`src/rtl/i2f_ctl_if.sv`:
```
// i2f_ctl_if: issue-pipe request channel into the int-to-FP issue controller
//   valid/ready handshake; src = integer rs1, rm = instruction rounding mode,
//   fp64 = double destination, ctrl = {fcvt, fmv, sign, long}, tag = dest tag
interface i2f_ctl_if #(parameter int TAGW = 5);
    logic            valid;
    logic            ready;
    logic [63:0]     src;
    logic [2:0]      rm;
    logic            fp64;
    logic [3:0]      ctrl;
    logic [TAGW-1:0] tag;
    modport master (output valid, src, rm, fp64, ctrl, tag, input ready);
    modport slave  (input valid, src, rm, fp64, ctrl, tag, output ready);
endinterface

```
`src/rtl/i2f_ctl.sv`:
```
// i2f_ctl: two-stage issue controller for the integer-to-FP convert/move datapath
//   clk, rst_l                 clock, async active-low reset
//   i0, i1                     request pipes (i0 older, wins arbitration)
//   frm                        CSR dynamic rounding mode
//   flush                      kill all in-flight ops
//   dp_in1/dp_rm/dp_fp64/dp_ctrl  S1 operand stage driving the converter
//   dp_data, dp_exc            combinational converter result
//   wb_*                       S2 result stage with valid/ready backpressure
//   fflags, fflags_clr         sticky exception flags and their clear
//   busy                       any stage occupied
module i2f_ctl #(
    parameter int TAGW = 5
) (
    input  logic            clk,
    input  logic            rst_l,
    i2f_ctl_if.slave        i0,
    i2f_ctl_if.slave        i1,
    input  logic [2:0]      frm,
    input  logic            flush,
    output logic [63:0]     dp_in1,
    output logic [2:0]      dp_rm,
    output logic            dp_fp64,
    output logic [3:0]      dp_ctrl,
    input  logic [64:0]     dp_data,
    input  logic [4:0]      dp_exc,
    output logic            wb_valid,
    input  logic            wb_ready,
    output logic [64:0]     wb_data,
    output logic [4:0]      wb_exc,
    output logic [TAGW-1:0] wb_tag,
    output logic            wb_illegal,
    output logic [4:0]      fflags,
    input  logic            fflags_clr,
    output logic            busy
);
    localparam logic [2:0] RM_DYN = 3'b111;

    logic            s1_v_q, s1_v_d, s1_ill_q, s1_ill_d, dp_fp64_q, dp_fp64_d;
    logic [63:0]     dp_in1_q, dp_in1_d;
    logic [2:0]      dp_rm_q, dp_rm_d;
    logic [3:0]      dp_ctrl_q, dp_ctrl_d;
    logic [TAGW-1:0] s1_tag_q, s1_tag_d, wb_tag_q, wb_tag_d;
    logic            s2_v_q, s2_v_d, wb_ill_q, wb_ill_d;
    logic [64:0]     wb_data_q, wb_data_d;
    logic [4:0]      wb_exc_q, wb_exc_d, fflags_q, fflags_d;
    logic            s2_free, s1_free, take0, take, adv, ill;
    logic [2:0]      rm_sel, rm_r;
    logic [3:0]      ctrl_sel;

    assign s2_free  = !s2_v_q | wb_ready;
    assign s1_free  = !s1_v_q | s2_free;
    assign i0.ready = s1_free & !flush;
    assign i1.ready = s1_free & !flush & !i0.valid;
    assign take0    = i0.valid & i0.ready;
    assign take     = take0 | (i1.valid & i1.ready);
    assign adv      = s1_v_q & s2_free;
    assign rm_sel   = take0 ? i0.rm : i1.rm;
    assign ctrl_sel = take0 ? i0.ctrl : i1.ctrl;
    assign rm_r     = (rm_sel == RM_DYN) ? frm : rm_sel;
    // exactly one of fcvt/fmv must be set; only conversions care about rm
    assign ill      = (ctrl_sel[3] == ctrl_sel[2]) | (ctrl_sel[3] & (rm_r >= 3'd5));

    always_comb begin
        s1_v_d    = !flush & (take | (s1_v_q & !s2_free));
        dp_in1_d  = take ? (take0 ? i0.src : i1.src) : dp_in1_q;
        dp_rm_d   = take ? rm_r : dp_rm_q;
        dp_fp64_d = take ? (take0 ? i0.fp64 : i1.fp64) : dp_fp64_q;
        // illegal ops present a null control so the converter idles at zero
        dp_ctrl_d = take ? (ill ? 4'b0 : ctrl_sel) : dp_ctrl_q;
        s1_tag_d  = take ? (take0 ? i0.tag : i1.tag) : s1_tag_q;
        s1_ill_d  = take ? ill : s1_ill_q;
        s2_v_d    = !flush & (adv | (s2_v_q & !wb_ready));
        wb_data_d = adv ? (s1_ill_q ? 65'b0 : dp_data) : wb_data_q;
        wb_exc_d  = adv ? (s1_ill_q ? 5'b0 : dp_exc) : wb_exc_q;
        wb_tag_d  = adv ? s1_tag_q : wb_tag_q;
        wb_ill_d  = adv ? s1_ill_q : wb_ill_q;
        // clear wins over a coincident handshake
        fflags_d  = fflags_clr ? 5'b0 : (s2_v_q & wb_ready) ? (fflags_q | wb_exc_q) : fflags_q;
    end

    always_ff @(posedge clk or negedge rst_l) begin
        if (!rst_l) begin
            s1_v_q    <= 1'b0;
            dp_in1_q  <= '0;
            dp_rm_q   <= '0;
            dp_fp64_q <= 1'b0;
            dp_ctrl_q <= '0;
            s1_tag_q  <= '0;
            s1_ill_q  <= 1'b0;
            s2_v_q    <= 1'b0;
            wb_data_q <= '0;
            wb_exc_q  <= '0;
            wb_tag_q  <= '0;
            wb_ill_q  <= 1'b0;
            fflags_q  <= '0;
        end else begin
            s1_v_q    <= s1_v_d;
            dp_in1_q  <= dp_in1_d;
            dp_rm_q   <= dp_rm_d;
            dp_fp64_q <= dp_fp64_d;
            dp_ctrl_q <= dp_ctrl_d;
            s1_tag_q  <= s1_tag_d;
            s1_ill_q  <= s1_ill_d;
            s2_v_q    <= s2_v_d;
            wb_data_q <= wb_data_d;
            wb_exc_q  <= wb_exc_d;
            wb_tag_q  <= wb_tag_d;
            wb_ill_q  <= wb_ill_d;
            fflags_q  <= fflags_d;
        end
    end

    assign dp_in1     = dp_in1_q;
    assign dp_rm      = dp_rm_q;
    assign dp_fp64    = dp_fp64_q;
    assign dp_ctrl    = dp_ctrl_q;
    assign wb_valid   = s2_v_q;
    assign wb_data    = wb_data_q;
    assign wb_exc     = wb_exc_q;
    assign wb_tag     = wb_tag_q;
    assign wb_illegal = wb_ill_q;
    assign fflags     = fflags_q;
    assign busy       = s1_v_q | s2_v_q;
endmodule

```
`src/flat_wrapper.sv`:
```
// flat-port wrapper written by rule: the top's interface ports become plain ports
module i2f_ctl_flat 
#(
    parameter int TAGW = 5
)
  (clk, rst_l, frm, flush, dp_in1, dp_rm, dp_fp64, dp_ctrl, dp_data, dp_exc, wb_valid, wb_ready, wb_data, wb_exc, wb_tag, wb_illegal, fflags, fflags_clr, busy, i0_valid, i0_src, i0_rm, i0_fp64, i0_ctrl, i0_tag, i0_ready, i1_valid, i1_src, i1_rm, i1_fp64, i1_ctrl, i1_tag, i1_ready);
  i2f_ctl_if #(.TAGW(TAGW)) i0_i ();
  i2f_ctl_if #(.TAGW(TAGW)) i1_i ();
  input  logic clk;
  input  logic rst_l;
  input  logic [2:0] frm;
  input  logic flush;
  output logic [63:0] dp_in1;
  output logic [2:0] dp_rm;
  output logic dp_fp64;
  output logic [3:0] dp_ctrl;
  input  logic [64:0] dp_data;
  input  logic [4:0] dp_exc;
  output logic wb_valid;
  input  logic wb_ready;
  output logic [64:0] wb_data;
  output logic [4:0] wb_exc;
  output logic [TAGW-1:0] wb_tag;
  output logic wb_illegal;
  output logic [4:0] fflags;
  input  logic fflags_clr;
  output logic busy;
  input wire logic [$bits(i0_i.valid)-1:0] i0_valid;
  input wire logic [$bits(i0_i.src)-1:0] i0_src;
  input wire logic [$bits(i0_i.rm)-1:0] i0_rm;
  input wire logic [$bits(i0_i.fp64)-1:0] i0_fp64;
  input wire logic [$bits(i0_i.ctrl)-1:0] i0_ctrl;
  input wire logic [$bits(i0_i.tag)-1:0] i0_tag;
  output wire logic [$bits(i0_i.ready)-1:0] i0_ready;
  input wire logic [$bits(i1_i.valid)-1:0] i1_valid;
  input wire logic [$bits(i1_i.src)-1:0] i1_src;
  input wire logic [$bits(i1_i.rm)-1:0] i1_rm;
  input wire logic [$bits(i1_i.fp64)-1:0] i1_fp64;
  input wire logic [$bits(i1_i.ctrl)-1:0] i1_ctrl;
  input wire logic [$bits(i1_i.tag)-1:0] i1_tag;
  output wire logic [$bits(i1_i.ready)-1:0] i1_ready;
  assign i0_i.valid = i0_valid;
  assign i0_i.src = i0_src;
  assign i0_i.rm = i0_rm;
  assign i0_i.fp64 = i0_fp64;
  assign i0_i.ctrl = i0_ctrl;
  assign i0_i.tag = i0_tag;
  assign i0_ready = i0_i.ready;
  assign i1_i.valid = i1_valid;
  assign i1_i.src = i1_src;
  assign i1_i.rm = i1_rm;
  assign i1_i.fp64 = i1_fp64;
  assign i1_i.ctrl = i1_ctrl;
  assign i1_i.tag = i1_tag;
  assign i1_ready = i1_i.ready;
  i2f_ctl #(.TAGW(TAGW)) u_core (.clk(clk), .rst_l(rst_l), .i0(i0_i), .i1(i1_i), .frm(frm), .flush(flush), .dp_in1(dp_in1), .dp_rm(dp_rm), .dp_fp64(dp_fp64), .dp_ctrl(dp_ctrl), .dp_data(dp_data), .dp_exc(dp_exc), .wb_valid(wb_valid), .wb_ready(wb_ready), .wb_data(wb_data), .wb_exc(wb_exc), .wb_tag(wb_tag), .wb_illegal(wb_illegal), .fflags(fflags), .fflags_clr(fflags_clr), .busy(busy));
endmodule
```
`config.mk`:
```
export PLATFORM = sky130hd
export DESIGN_NAME = i2f_ctl_flat
export DESIGN_NICKNAME = d
export VERILOG_FILES = /design/src/rtl/i2f_ctl_if.sv /design/src/rtl/i2f_ctl.sv /design/src/flat_wrapper.sv
export SDC_FILE = /design/constraint.sdc
export NUM_CORES = 1
export LEC_CHECK = 0
export CORE_AREA = 3 3 151 153
export DETAILED_ROUTE_END_ITERATION = 8
export DIE_AREA = 0 0 154 156
export DONT_BUFFER_PORTS = 1
export HOLD_SLACK_MARGIN = 0.05
export PLACE_DENSITY = 0.54
export SYNTH_ARGS = -nofsm -noshare
export SYNTH_HDL_FRONTEND = slang
export SYNTH_SLANG_ARGS = --single-unit
```
`constraint.sdc`:
```
create_clock -name clk -period 2.2 [get_ports clk]
set_clock_uncertainty 0.05 [all_clocks]
set_input_delay 0.33 -clock clk [delete_from_list [all_inputs] [get_ports clk]]
set_output_delay 0.33 -clock clk [all_outputs]
set_load 0.03 [all_outputs]
```
==> metrics.md <==
| Metric | Value |
|---|---|
| Failing checks | negative hold slack |
| CTS tree | done |
| Worst Tran Pin Value | roughly 0.65 ns |
| Initial antenna violation count | 1 |
| Clock network fraction of design power | 35.2% |
| Fin. max-slew vios | 0 |
| Clock root buffer | clkbuf_16 |
| Endpoint of the worst register-to-register path | u_core.dp_ctrl[3] |
| Drt pass-1 iters | 5 |
| Worst skew pair latency | just over 0.4 ns |
| Main combinational cell family by area after synthesis | compound AO/OA/AOI/OAI gates |
| Starting DRT DRC Count | between 300 and 400 |
| Starting Density | 32.17% |
| Synthesized instance count | a little over 700 |
| Int Pwr | around 5.6 mW |
| Xor/xnor share of the synthesized area | 0% |
| DRT antenna net count | 0 |
| Worst min-delay path category | primary input to async pin |
| Drt drc | 0 |
| CP Data Required Time | between 2 and 2.5 ns |
| Final layout net count | around 1000 |
| Global Route Usage Sum | between 10% and 20% |
| Netlist cell types | 32 |
| CTS Sinks | about 160 |
| Part of the power in combinational logic | 11.6% |
| Run status | finished with violations |
| Crit Path Class | flip-flop to flip-flop |
| Setup tns final | 0 ns |
| Full die area | roughly 0.024 mm^2 |
| Final period util | about 95% |
| Min Clock Period, post-route | roughly 2.1 ns |
| Reg2reg path depth | 7 |
| CP arrival | 2.36 ns |
| RSZ-0062 raised after global routing | false |
| Post-synthesis compound-gate area fraction | roughly 20% |
| Synth Area in Adders | less than 1% |
| Pwr Density | 949.5 mW/mm^2 |
| Max-cap violations | 0 |
| Synthesized area | 0.006977 mm^2 |
| R2R Path Start | u_core.wb_valid |
| Net Sw Frac | ~34% |
| Most common cell after layout, fill and taps aside | dfrtp_1 |
| Total power | between 8 and 9 mW |
| Final GP Congestion | 0.7660 |
| Ports | slightly below 400 |
| Setup slack after layout | ~0.11 ns |
| Post-synthesis simple-gate area fraction | between 10% and 20% |
| Slew margin rel. | a little under three fifths |
| Detail Placement HPWL | between 15000 and 20000 um |
| CTS Hold Bufs | roughly 100 |
| Post-synthesis mux area share | about 1.6% |
| Non-Filler Cell Area, Final | 0.008974 mm^2 |
| Die Ht | 156 um |
| Place WS | roughly 0.073 ns |
| CP Capture Type | flip-flop |
| Max Freq | roughly 480 MHz |
| Rows | 54 |
| Clk slew on worst S/H paths | around 0.07 ns |
| Max clock buf depth | 2 |
| CP max FO | 4 |
| Port Buf Inserts | 0 |
| Hold slack | -0.4456 ns |
| Detailed-route via count | 5608 |
| CTS Buf Count | 17 |
| R2R Setup Slk | about 0.11 ns |
| First-pass GRT wire length | ~34000 um |
| Placed Area | roughly 0.0074 mm^2 |
| Largest net degree at the start of global routing | 162 |
| DR WL/cell | roughly 20 um |
| Total grt overflow | 0 |
| Number of vias per cell | slightly above 5 |
| Final setup fails | 0 |
| Fin. Hold Viols | 161 |
| Worst vdd ir | ~370 uV |
| Type of origin of the critical path | flip-flop |
| Layout cells sized above 1 | 8.770% |
| Layout area overhead | 28.62% |
| Leakage | roughly 3.8 nW |
| Sw power | between 2 and 3 mW |
| Syn_area_per_cell | 9.610 um^2 |
| Ys Warns | 0 |
| Total core area | between 0.02 and 0.025 mm^2 |
| Synthesized flop and latch total | 161 |
| Routed wire length | between 20000 and 25000 um |
| Most frequent cells in the layout | dfrtp_1, nand2_1, o21ai_0, dlygate4sd3_1, a22oi_1 |
| Synth Net Count | approximately 960 |
| Die width | ~150 um |
| Seq/Total Area, Yosys | between 50 and 60% |
| Vias in the first global route | 5745 |
| Flop pwr share | 53.2% |
| H-tree depth | 4 |
==> Yosys cell counts <==
cell / count / share of area, %
or3_1: 2 / 0.18
mux2i_1: 1 / 0.14
and3_1: 1 / 0.090
nor4_1: 1 / 0.090
clkbuf_1: 45 / 2.4
buf_1: 2 / 0.11
nor2b_1: 2 / 0.18
o21ai_0: 132 / 9.5
dfrtp_1: 161 / 58
nand2_1: 153 / 8.2
and3b_1: 1 / 0.13
a22oi_1: 71 / 7.6
inv_1: 3 / 0.16
ha_1: 1 / 0.18
or2_2: 1 / 0.090
nor3_1: 3 / 0.22
o32a_1: 1 / 0.14
a21o_1: 2 / 0.22
nor2_1: 14 / 0.75
nand3_1: 2 / 0.14
nand2b_1: 71 / 6.4
o211ai_1: 1 / 0.11
o31ai_1: 3 / 0.32
buf_6: 1 / 0.16
nor4b_1: 1 / 0.13
o41ai_1: 2 / 0.25
mux2_4: 1 / 0.22
a21oi_1: 13 / 0.93
nand3b_1: 1 / 0.11
o21ai_1: 15 / 1.1
mux2_2: 8 / 1.3
buf_2: 10 / 0.72
==> metrics by stage <==
step                std cells  util (%)
global placement          967     33.91
detailed placement        967     33.91
floorplan                 726         -
global route             1102     41.38
finish                   1102     41.38
CTS                      1098     41.22
==> sequential cells by signal (all words and copies together), names as in the netlist <==
name / cells
u_core.fflags: 5
u_core.wb_exc: 5
u_core.s1_tag_q: 5
u_core.wb_tag: 5
u_core.dp_rm: 3
u_core.wb_valid: 1
u_core.dp_ctrl: 4
u_core.dp_fp64: 1
u_core.wb_data: 65
u_core.wb_illegal: 1
u_core.s1_ill_q: 1
u_core.s1_v_q: 1
u_core.dp_in1: 64
==> layer usage <==
layer  vias to the layer above  part of all wire (%)  track usage [%]
met4                         0                   2.1            5.803
met1                      2639                    38            21.26
met2                       284                    48            27.81
met3                        27                    12            8.849
met5                         -                     0                0
li1                       2658                     -                -
==> power by group through the flow <==
stage / clock network, mW / logic [mW] / registers [mW]
final: 3.00 / 0.991 / 4.53
after global routing: 3.22 / 1.14 / 4.59
after global placement: 0 / 0.818 / 4.60
after CTS: 3.12 / 0.998 / 4.54
after floorplan: 0 / 0.672 / 4.46
after detailed placement: 0 / 0.846 / 4.59
==> worst max path at each step <==
stage	startpoint	end	cells past startpoint
after floorplan	u_core.wb_valid	u_core.dp_ctrl[3]	7
after global placement	wb_ready	u_core.dp_ctrl[3]	7
after detailed placement	wb_ready	u_core.dp_ctrl[3]	7
after CTS	u_core.wb_valid	u_core.dp_ctrl[3]	7
after global routing	u_core.wb_valid	u_core.dp_ctrl[3]	7
final	u_core.wb_valid	u_core.dp_ctrl[3]	7
==> layout make-up <==
type                            count  area (um^2)
Fill cell                        2110        12710
Multi-Input combinational cell    504         2754
Sequential cell                   161         4030
Clock inverter                     12        147.6
Tap cell                          280        350.3
Antenna cell                        1        2.502
Inverter                            3        11.26
Clock buffer                       20        446.7
Timing Repair Buffer              121         1231
==> what timing repair did <==
action	CTS	global route
setup buffers	0	3
setup endpoints to repair	0	1
gates resized for setup	0	2
endpoints found under the hold margin	262	161
==> critical path: stages, from the launching register on <==
cell and delay (ns):
dfrtp_2 0.40, nand3b_1 0.15, nand2_2 0.12, mux2_4 0.33
ha_4 0.22, or3_4 0.34, a21o_1 0.18, o31ai_2 0.22
==> cells by family (layout without fill, tap and decap cells) <==
family / count (synthesis) / after routing
flops: 161 / 161
compound gates: 240 / 240
other cells: 0 / 1
fa+ha+maj: 1 / 1
simple gates: 253 / 253
buf+inv: 61 / 156
mux: 10 / 10
Power figures use the tool's default switching activity.
